`config.mk`:
```
export PLATFORM = sky130hd
export DESIGN_NAME = invert8_arbiter_flat
export DESIGN_NICKNAME = d
export VERILOG_FILES = /design/src/rtl/invert8_arbiter_if.sv /design/src/rtl/invert8_arbiter.sv /design/src/flat_wrapper.sv
export SDC_FILE = /design/constraint.sdc
export NUM_CORES = 1
export LEC_CHECK = 0
export ABC_AREA = 0
export CAP_MARGIN = 5
export CELL_PAD_IN_SITES_DETAIL_PLACEMENT = 1
export CELL_PAD_IN_SITES_GLOBAL_PLACEMENT = 1
export CORE_MARGIN = 5
export CORE_UTILIZATION = 30
export CTS_CLUSTER_SIZE = 20
export DETAILED_ROUTE_END_ITERATION = 7
export PLACE_DENSITY = 0.8
export SYNTH_ARGS = -nofsm -noshare
export SYNTH_HDL_FRONTEND = slang
export SYNTH_SLANG_ARGS = --single-unit
```
`constraint.sdc`:
```
create_clock -name clk -period 3.63 [get_ports clk]
set_input_delay 0.726 -clock clk [delete_from_list [all_inputs] [get_ports clk]]
set_output_delay 0.726 -clock clk [all_outputs]
set_load 0.01 [all_outputs]
```
`src/rtl/invert8_arbiter_if.sv`:
```
// Requester and result bus for invert8_arbiter: two requesters in, one result slot out.
// master drives requests and downstream ready; slave is the arbiter.
interface invert8_arbiter_if #(
  parameter int unsigned WIDTH = 8
) ();
  logic [WIDTH-1:0] i0;
  logic             v0;
  logic             inv0;
  logic             r0;
  logic [WIDTH-1:0] i1;
  logic             v1;
  logic             inv1;
  logic             r1;
  logic [WIDTH-1:0] o;
  logic             ov;
  logic             oready;
  logic             oid;

  modport master (
    output i0, v0, inv0, i1, v1, inv1, oready,
    input  r0, r1, o, ov, oid
  );

  modport slave (
    input  i0, v0, inv0, i1, v1, inv1, oready,
    output r0, r1, o, ov, oid
  );
endinterface

```
`src/rtl/invert8_arbiter.sv`:
```
// Two-requester round-robin arbiter feeding a single-slot output register.
// The granted word is optionally inverted on acceptance and tagged with its requester index.
module invert8_arbiter #(
  parameter int unsigned WIDTH = 8
) (
  input logic              clk,
  input logic              reset,
  invert8_arbiter_if.slave bus
);

  typedef enum logic {StEmpty, StFull} slot_state_e;

  slot_state_e      state_q, state_d;
  logic [WIDTH-1:0] data_q, data_d;
  logic             oid_q, oid_d;
  logic             last_q, last_d;
  logic             slot_free, grant_any, grant_idx, accept, transfer;

  assign bus.ov  = (state_q == StFull);
  assign bus.o   = data_q;
  assign bus.oid = oid_q;

  assign slot_free = !bus.ov || bus.oready;
  assign transfer  = bus.ov && bus.oready;

  // Grant uses only valids and the round-robin pointer so ready never depends on data.
  always_comb begin
    grant_any = 1'b0;
    grant_idx = 1'b0;
    if (bus.v0 && bus.v1) begin
      grant_any = 1'b1;
      grant_idx = ~last_q;
    end else if (bus.v0) begin
      grant_any = 1'b1;
    end else if (bus.v1) begin
      grant_any = 1'b1;
      grant_idx = 1'b1;
    end
  end

  assign bus.r0 = slot_free && !reset && grant_any && !grant_idx;
  assign bus.r1 = slot_free && !reset && grant_any && grant_idx;
  assign accept = (bus.v0 && bus.r0) || (bus.v1 && bus.r1);

  always_comb begin
    state_d = state_q;
    data_d  = data_q;
    oid_d   = oid_q;
    last_d  = last_q;
    if (accept) begin
      state_d = StFull;
      oid_d   = grant_idx;
      last_d  = grant_idx;
      if (grant_idx) begin
        data_d = bus.inv1 ? ~bus.i1 : bus.i1;
      end else begin
        data_d = bus.inv0 ? ~bus.i0 : bus.i0;
      end
    end else if (transfer) begin
      state_d = StEmpty;
    end
  end

  // LAST resets to 1 so requester 0 wins the first contested grant.
  always_ff @(posedge clk) begin
    if (reset) begin
      state_q <= StEmpty;
      data_q  <= '0;
      oid_q   <= 1'b0;
      last_q  <= 1'b1;
    end else begin
      state_q <= state_d;
      data_q  <= data_d;
      oid_q   <= oid_d;
      last_q  <= last_d;
    end
  end

endmodule

```
`src/flat_wrapper.sv`:
```
// flat-port wrapper written by rule: the top's interface ports become plain ports
module invert8_arbiter_flat 
#(
  parameter int unsigned WIDTH = 8
)
  (clk, reset, bus_i0, bus_v0, bus_inv0, bus_i1, bus_v1, bus_inv1, bus_oready, bus_r0, bus_r1, bus_o, bus_ov, bus_oid);
  invert8_arbiter_if #(.WIDTH(WIDTH)) bus_i ();
  input logic clk;
  input logic reset;
  input wire logic [$bits(bus_i.i0)-1:0] bus_i0;
  input wire logic [$bits(bus_i.v0)-1:0] bus_v0;
  input wire logic [$bits(bus_i.inv0)-1:0] bus_inv0;
  input wire logic [$bits(bus_i.i1)-1:0] bus_i1;
  input wire logic [$bits(bus_i.v1)-1:0] bus_v1;
  input wire logic [$bits(bus_i.inv1)-1:0] bus_inv1;
  input wire logic [$bits(bus_i.oready)-1:0] bus_oready;
  output wire logic [$bits(bus_i.r0)-1:0] bus_r0;
  output wire logic [$bits(bus_i.r1)-1:0] bus_r1;
  output wire logic [$bits(bus_i.o)-1:0] bus_o;
  output wire logic [$bits(bus_i.ov)-1:0] bus_ov;
  output wire logic [$bits(bus_i.oid)-1:0] bus_oid;
  assign bus_i.i0 = bus_i0;
  assign bus_i.v0 = bus_v0;
  assign bus_i.inv0 = bus_inv0;
  assign bus_i.i1 = bus_i1;
  assign bus_i.v1 = bus_v1;
  assign bus_i.inv1 = bus_inv1;
  assign bus_i.oready = bus_oready;
  assign bus_r0 = bus_i.r0;
  assign bus_r1 = bus_i.r1;
  assign bus_o = bus_i.o;
  assign bus_ov = bus_i.ov;
  assign bus_oid = bus_i.oid;
  invert8_arbiter #(.WIDTH(WIDTH)) u_core (.clk(clk), .reset(reset), .bus(bus_i));
endmodule
```
Word level (Yosys, flattened, before mapping)
Index checks and enable logic that the tools add are counted.
{"block": "op_classes", "mux": 10, "bitwise_logic": 3, "n_reduce_logical": 14}
{"cell": "two-way mux 8 bit", "n": 3}
{"cell": "NOT 8 bit", "n": 2}
{"cell": "logical AND 1 bit", "n": 8}
{"cell": "two-way mux 1 bit", "n": 7}
{"cell": "zero test 1 bit", "n": 3}
{"cell": "logical OR 1 bit", "n": 2}
{"cell": "nonzero test 2 bit", "n": 1}
{"cell": "NOT 1 bit", "n": 1}
{"block": "totals", "word_cells": 31, "inputBits": 23, "out_inout_bits": 12, "register_bits": 11}

Longest topological paths before layout
Gate-level depths: netlist of run 1.
{"block": "logic_depth", "depth_word": 8, "depth_mapped": 5, "depth_no_buf": 3}

Worst setup path before layout of run 1
No wires, ideal clock.
{"block": "synth_path", "kind": "input to output", "start": "input bus_oready", "end": "output bus_r0", "required_time_ns": 2.904, "path_buffers": 2, "arrival_ns": 1.501, "path_slack_ns": 1.403, "stages": 5, "cell_sequence": "nor2b_4 -> buf_6 -> or3_1 -> buf_6 -> nor2_1"}
{"block": "synth_between", "elab_chain_cells": 4}
{"element": "from (decl)", "line_no": "flat_wrapper.sv:16", "rtl": "input wire logic [$bits(bus_i.oready)-1:0] bus_oready;"}
{"element": "logical OR 1 bit", "line_no": "invert8_arbiter.sv:23", "rtl": "assign slot_free = !bus.ov || bus.oready;"}
{"element": "logical AND 1 bit (3 in series)", "line_no": "invert8_arbiter.sv:41", "rtl": "assign bus.r0 = slot_free && !reset && grant_any && !grant_idx;"}
{"element": "to (decl)", "line_no": "flat_wrapper.sv:17", "rtl": "output wire logic [$bits(bus_i.r0)-1:0] bus_r0;"}
No other way between the ends.

Worst setup path in the final report of run 1
Same ends and word-level chain as after synthesis.

==> key figures, run 1 <==
Global route
  • GRT overflow: 0
  • Number of global-route vias before repair: 677
  • Largest net degree at the start of global routing: 11
  • First-pass GRT wire length: 2870 um
  • Total GRT Usage: 10.8%
  • Initial antenna violation count: 0

STA
  • RSZ-0062 raised after global routing: false
  • Endpoints failing hold: 0
  • Setup TNS: 0 ns
  • Actual slew at the worst max-slew pin: 0.433 ns
  • Fin. max-slew vios: 0
  • Headroom to the max-slew limit: 71.0%
  • Final period util: 83.6%
  • Post-layout min period: 3.03 ns
  • Max Freq: 0.330 GHz
  • Fin Clk Skew: 0.00417 ns
  • Final setup vio count: 0

Synth
  • Sequential fraction of the synthesis area: 31.4%
  • Yosys cell types: 20
  • Syn Inst Count: 72
  • Avg Synthesized Cell Area: 9.73 sq um
  • Number of synthesized flops with an enable pin: 0
  • Yosys warns: 0
  • Top cells by area, synth: dfxtp_1 31%, xor2_1 20%, mux2i_1 11%, o21ai_2 10%, o211ai_1 8.6%
  • Count leader, synth: xor2_1
  • Post-synth top area share: 31.4%
  • Syn Nets: 95
  • Synth cell count leaders: 16 x xor2_1, 11 x dfxtp_1, 8 x mux2i_1, 8 x o211ai_1, 8 x o21ai_2
  • Ys flop type: dfxtp_1
  • Dominant cell type by area after synthesis: dfxtp_1
  • Async S/R FF share, synth: 0%
  • #FFs+latches synth: 11
  • Area of the mapped netlist: 701 sq um

CTS
  • CTS buffer count: 3
  • Root Buffer: clkbuf_4
  • # clock sinks: 11
  • Skew-Pair Late Insertion Delay: 0.26 ns
  • Largest buffer count on any clock path: 2
  • TritonCTS clock tree: done
  • Post-CTS setup buffer count: 0
  • H-tree lvl count: 1
  • Post_cts resized: 0
  • Clock transition at path regs: 0.06 ns
  • Hold buffers post-CTS: 0

Floorplanning
  • Core area: 2210 sq um
  • Die W: 58.3 um
  • Die height: 58.3 um
  • Die ar.: 3400 sq um
  • Core Rows: 17
  • Io pins: 35
  • Initial core utilization: 31.7%

Drt
  • Routed length on met3: 184 um
  • Post-route ant nets: 0
  • DR pass1 iterations: 2
  • Drc violations: 0
  • WL/cell: 12.5 um
  • Total Wirelength: 1690 um
  • Met2 wire len: 824 um
  • Drt via density: 4.71
  • DRT iter0 DRCs: 1
  • Vias after detailed routing: 636
  • Top Layer Used: met4
  • M1 WL: 667 um

Power and ir drop
  • Peak supply drop: 0.118 mV
  • Static leakage: 0.421 nW
  • Pwr/cell area: 309 nW/um^2

Placement
  • Final HPWL DP: 1450 um
  • Port Buffers: 34
  • Placed inst area: 1060 sq um
  • Final Wtd Congestion: 0.687

Worst setup path
  • Crit-path max FO: 10
  • FF-to-FF setup slack: 2.43 ns
  • Crit path DAT: 2.31 ns
  • Startpoint Class: input port
  • Crit end category: primary output
  • WP data required: 2.90 ns
  • Worst setup path category: input port to primary output

Final layout
  • Area growth, synth to finish: 54.6%
  • ANT cells: 0
  • Layout cells sized above 1: 15.0%
  • Final Instance Area: 1080 sq um
  • Core Util, Final: 49.0%
  • NumNets Final: 131

Worst hold path
  • Hold Crit Class: flip-flop to flip-flop

Flow run
  • Max_cap viols: 0

Outcome
  • Status: complete, no violations
## cell families (layout without fill, tap and decap cells)
group	after synthesis	after routing	synth area share [%]
buf+inv	7	42	6.43
compound gates	22	22	23.6
xor+xnor	16	16	20.0
flops	11	11	31.4
mux	8	8	11.4
simple gates	8	8	7.14
## critical path: stages
cell	delay [ns]
clkdlybuf4s50_1	0.52
nor2b_4	0.09
or3_1	0.33
nor2_1	0.10
clkdlybuf4s50_1	0.54
## power breakdown
group	internal, mW	switching (mW)	total [mW]
registers	0.133	0.00676	0.139
clock network	0.0424	0.0378	0.0803
logic	0.0669	0.0482	0.115
total	0.242	0.0928	0.335
## sequential cells by signal, indices dropped and copies added (netlist names)
name,flops
u_core.bus.o,8
u_core.bus.oid,1
u_core.bus.ov,1
u_core.last_q,1
## per-stage QoR
step | hold slack [ns] | total power, mW | std cells | worst slack, ns
after floorplan | 0.487 | 0.200 | 72 | 1.40
after global placement | 0.460 | 0.257 | 131 | 0.596
after detailed placement | 0.472 | 0.259 | 131 | 0.591
after CTS | 0.481 | 0.341 | 135 | 0.575
after global routing | 0.516 | 0.356 | 135 | 0.498
final | 0.475 | 0.335 | 135 | 0.596
## metal layers
layer / vias up / track usage [%]
li1: 321 / -
met1: 285 / 11.9
met2: 28 / 18.3
met3: 2 / 3.95
met4: 0 / 4.97
met5: - / 0
## worst paths after layout
check / from / end / cells after the start
max: bus_oready / bus_r0 / 5
min: u_core.bus.oid$_SDFFE_PP0P_ / u_core.bus.oid$_SDFFE_PP0P_ / 2
max reg2reg: u_core.bus.ov$_SDFFE_PP0P_ / u_core.bus.o[5]$_SDFFE_PP0P_ / 4
min reg2reg: u_core.bus.oid$_SDFFE_PP0P_ / u_core.bus.oid$_SDFFE_PP0P_ / 2
## placed cells by master, fill, tap and decap left out
| cell type | Yosys | layout |
|---|---|---|
| clkbuf_1 | 1 | 1 |
| clkdlybuf4s50_1 | 0 | 34 |
| o21ai_0 | 1 | 1 |
| xor2_1 | 16 | 16 |
| nor2_1 | 3 | 3 |
| and3_1 | 1 | 1 |
| nor2b_4 | 1 | 1 |
| clkinv_1 | 1 | 1 |
| o21ai_2 | 8 | 8 |
| nand2_1 | 1 | 1 |
| mux2i_1 | 8 | 8 |
| clkbuf_4 | 0 | 3 |
| a21oi_1 | 3 | 3 |
| or3_1 | 1 | 1 |
| o211ai_1 | 8 | 8 |
| dfxtp_1 | 11 | 11 |
| or2b_2 | 1 | 1 |
| buf_4 | 0 | 3 |
| o31ai_1 | 1 | 1 |
| a21boi_1 | 0 | 1 |
## final cells by class
| class | count | area (sq um) |
|---|---|---|
| Fill cell | 274 | 1130 |
| Multi-Input combinational cell | 54 | 435 |
| Timing Repair Buffer | 37 | 363 |
| Sequential cell | 11 | 220 |
| Tap cell | 28 | 35.0 |
| Clock buffer | 4 | 26.3 |
| Inverter | 1 | 3.75 |
Power figures use the tool's default switching activity.
==> inputs of run 2 (changes only) <==
CORE_UTILIZATION = 28   (was 30)
PLACE_DENSITY = 0.76   (was 0.8)
clock period = 3.02 ns   (was 3.63 ns; I/O delays follow)
==> run 2 against run 1 <==
Compared with the run above:
- clock power increased by 25%
- utilization decreased by 4.0 points
- final cell count increased by 2.2%
- register-to-register slack got worse by 0.66 ns
- sequential share of layout area decreased by 0.19 points
- global-route usage about the same
- non-clock buffer count increased by 1
- clock skew about the same
- combinational power increased by 22%
- hold slack improved by 0.0067 ns
- clock-buffer cell count unchanged
- power increased by 22%
- critical path type unchanged
- largest power group unchanged
==> key figures, run 2 (synthesis results as in run 1) <==
STA
  • Fin Clk Skew: 0.00390 ns (-0.000271 ns)
  • Max Freq: 0.356 GHz
  • Final setup vio count: 0 (unchanged)
  • RSZ-0062 raised after global routing: false
  • Headroom to the max-slew limit: 72.1% (+1.1 points)
  • Final period util: 92.9%
  • Fin. max-slew vios: 0 (unchanged)
  • Actual slew at the worst max-slew pin: 0.417 ns (-0.0159 ns)
  • Endpoints failing hold: 0 (unchanged)
  • Post-layout min period: 2.81 ns
  • Setup TNS: 0 ns (unchanged)

Placement
  • Final Wtd Congestion: 0.623 (-9.3%)
  • Port Buffers: 34 (unchanged)
  • Final HPWL DP: 1540 um (+6.0%)

Worst setup path
  • FF-to-FF setup slack: 1.77 ns (-0.66 ns)
  • Worst setup path category: input port to primary output
  • Startpoint Class: input port
  • Crit end category: primary output
  • CP startpoint: bus_oready
  • Crit path DAT: 2.20 ns (-0.11 ns)
  • Crit-path max FO: 10 (unchanged)
  • RR Startpoint: u_core.last_q$_SDFFE_PP1P_
  • R2R cell count: 4 (unchanged)
  • WP data required: 2.42 ns (-0.48 ns)

Drt
  • Drc violations: 0 (unchanged)
  • Post-route ant nets: 0 (unchanged)
  • WL/cell: 12.7 um (+2.1%)
  • Vias after detailed routing: 616 (-3.1%)
  • DRT iter0 DRCs: 5 (+4)
  • DR pass1 iterations: 4 (+2)
  • Total Wirelength: 1760 um (+4.3%)
  • Drt via density: 4.46 (-5.3%)

Final layout
  • Filler cells: 300 (+9.5%)
  • Area growth, synth to finish: 56.1%
  • Layout cells sized above 1: 15.7% (+0.79 points)
  • Footprint of the multi-input gates: 435 sq um (unchanged)
  • Most common cell after layout, fill and taps aside: clkdlybuf4s50_1
  • Max reg flops: 8 (unchanged)
  • NumNets Final: 132 (+0.76%)
  • Commonest cells after routing, fill and taps aside: 34 x clkdlybuf4s50_1, 16 x xor2_1, 11 x dfxtp_1
  • Register Area: 220 sq um (unchanged)
  • ANT cells: 0 (unchanged)

Power and ir drop
  • Pwr/cell area: 373 nW/um^2 (+21%)
  • Static leakage: 0.426 nW (+1.1%)
  • Overall power: 408 uW (+22%)
  • Peak supply drop: 0.160 mV (+36%)

CTS
  • Post-CTS setup buffer count: 0 (unchanged)
  • Hold buffers post-CTS: 0 (unchanged)
  • # clock sinks: 11 (unchanged)
  • Root Buffer: clkbuf_4
  • Skew-Pair Late Insertion Delay: 0.26 ns (about the same)
  • CTS buffer count: 3 (unchanged)
  • Largest buffer count on any clock path: 2 (unchanged)
  • TritonCTS clock tree: done
  • Clock transition at path regs: 0.07 ns (about the same)
  • Post_cts resized: 0 (unchanged)
  • H-tree lvl count: 1 (unchanged)

Floorplanning
  • Die W: 60.0 um (+2.9%)
  • Die height: 60.0 um (+2.9%)
  • Core area: 2430 sq um (+10%)
  • Die ar.: 3600 sq um (+5.9%)
  • Core Rows: 18 (+1)
  • Io pins: 35 (unchanged)
  • Initial core utilization: 28.8% (-2.9 points)

Worst hold path
  • HP Start: u_core.bus.oid$_SDFFE_PP0P_
  • Worst hold stages: 2 (unchanged)
  • Hold Crit Class: flip-flop to flip-flop

Global route
  • GRT overflow: 0 (unchanged)
  • Number of global-route vias before repair: 717 (+5.9%)
  • Largest net degree at the start of global routing: 11 (unchanged)
  • Total GRT Usage: 10.7% (-0.035 points)
  • Initial antenna violation count: 0 (unchanged)
  • First-pass GRT wire length: 2980 um (+3.8%)

Flow run
  • Max_cap viols: 0 (unchanged)

Outcome
  • Status: complete, no violations
run 2: changes by cell type in the layout (fill, tap and decap cells not counted), sizes merged:
cell,previous run,this run
buf,3,4
run 2: metal layers:
metal / GRT usage, % / vias up / share of wire [%]
li1: - / 324 / -
met1: 11.0 / 264 / 38
met2: 19.4 / 26 / 51
met3: 4.32 / 2 / 9.7
met4: 3.80 / 0 / 1.5
met5: 0 / - / 0
run 2: layout make-up:
| type | count | area share [%] |
|---|---|---|
| Clock buffer | 4 | 2.40 |
| Timing Repair Buffer | 38 | 33.9 |
| Multi-Input combinational cell | 54 | 39.8 |
| Sequential cell | 11 | 20.1 |
| Tap cell | 30 | 3.43 |
| Inverter | 1 | 0.343 |
run 2: per-stage QoR:
step                instances  hold WS (ns)  utilization [%]  setup WS, ns  instance area, sq um
finish                    138         0.482             45.0         0.213                  1090
global route              138         0.514             45.0         0.104                  1090
CTS                       138         0.481             45.0         0.208                  1090
detailed placement        134         0.464             43.9         0.218                  1070
global placement          134         0.465             43.9         0.217                  1070
floorplan                  72         0.487                -          1.04                   701
run 2: worst max-delay path, stage by stage:
cell             delay [ns]
clkdlybuf4s50_1        0.52
nor2b_4                0.09
or3_1                  0.33
nor2_1                 0.11
clkdlybuf4s50_1        0.55
run 2: path summary, 6_finish.rpt:
check,end
setup / recovery,bus_r0
hold / removal,u_core.bus.oid$_SDFFE_PP0P_
hold reg to reg,u_core.bus.oid$_SDFFE_PP0P_
setup reg to reg,u_core.bus.o[4]$_SDFFE_PP0P_
run 2: report_power, final:
group | switching [mW] | internal [mW] | leakage (nW)
combinational | 0.0590 | 0.0812 | 0.320
sequential | 0.00777 | 0.159 | 0.0912
clock | 0.0491 | 0.0510 | 0.0150
total | 0.116 | 0.292 | 0.426
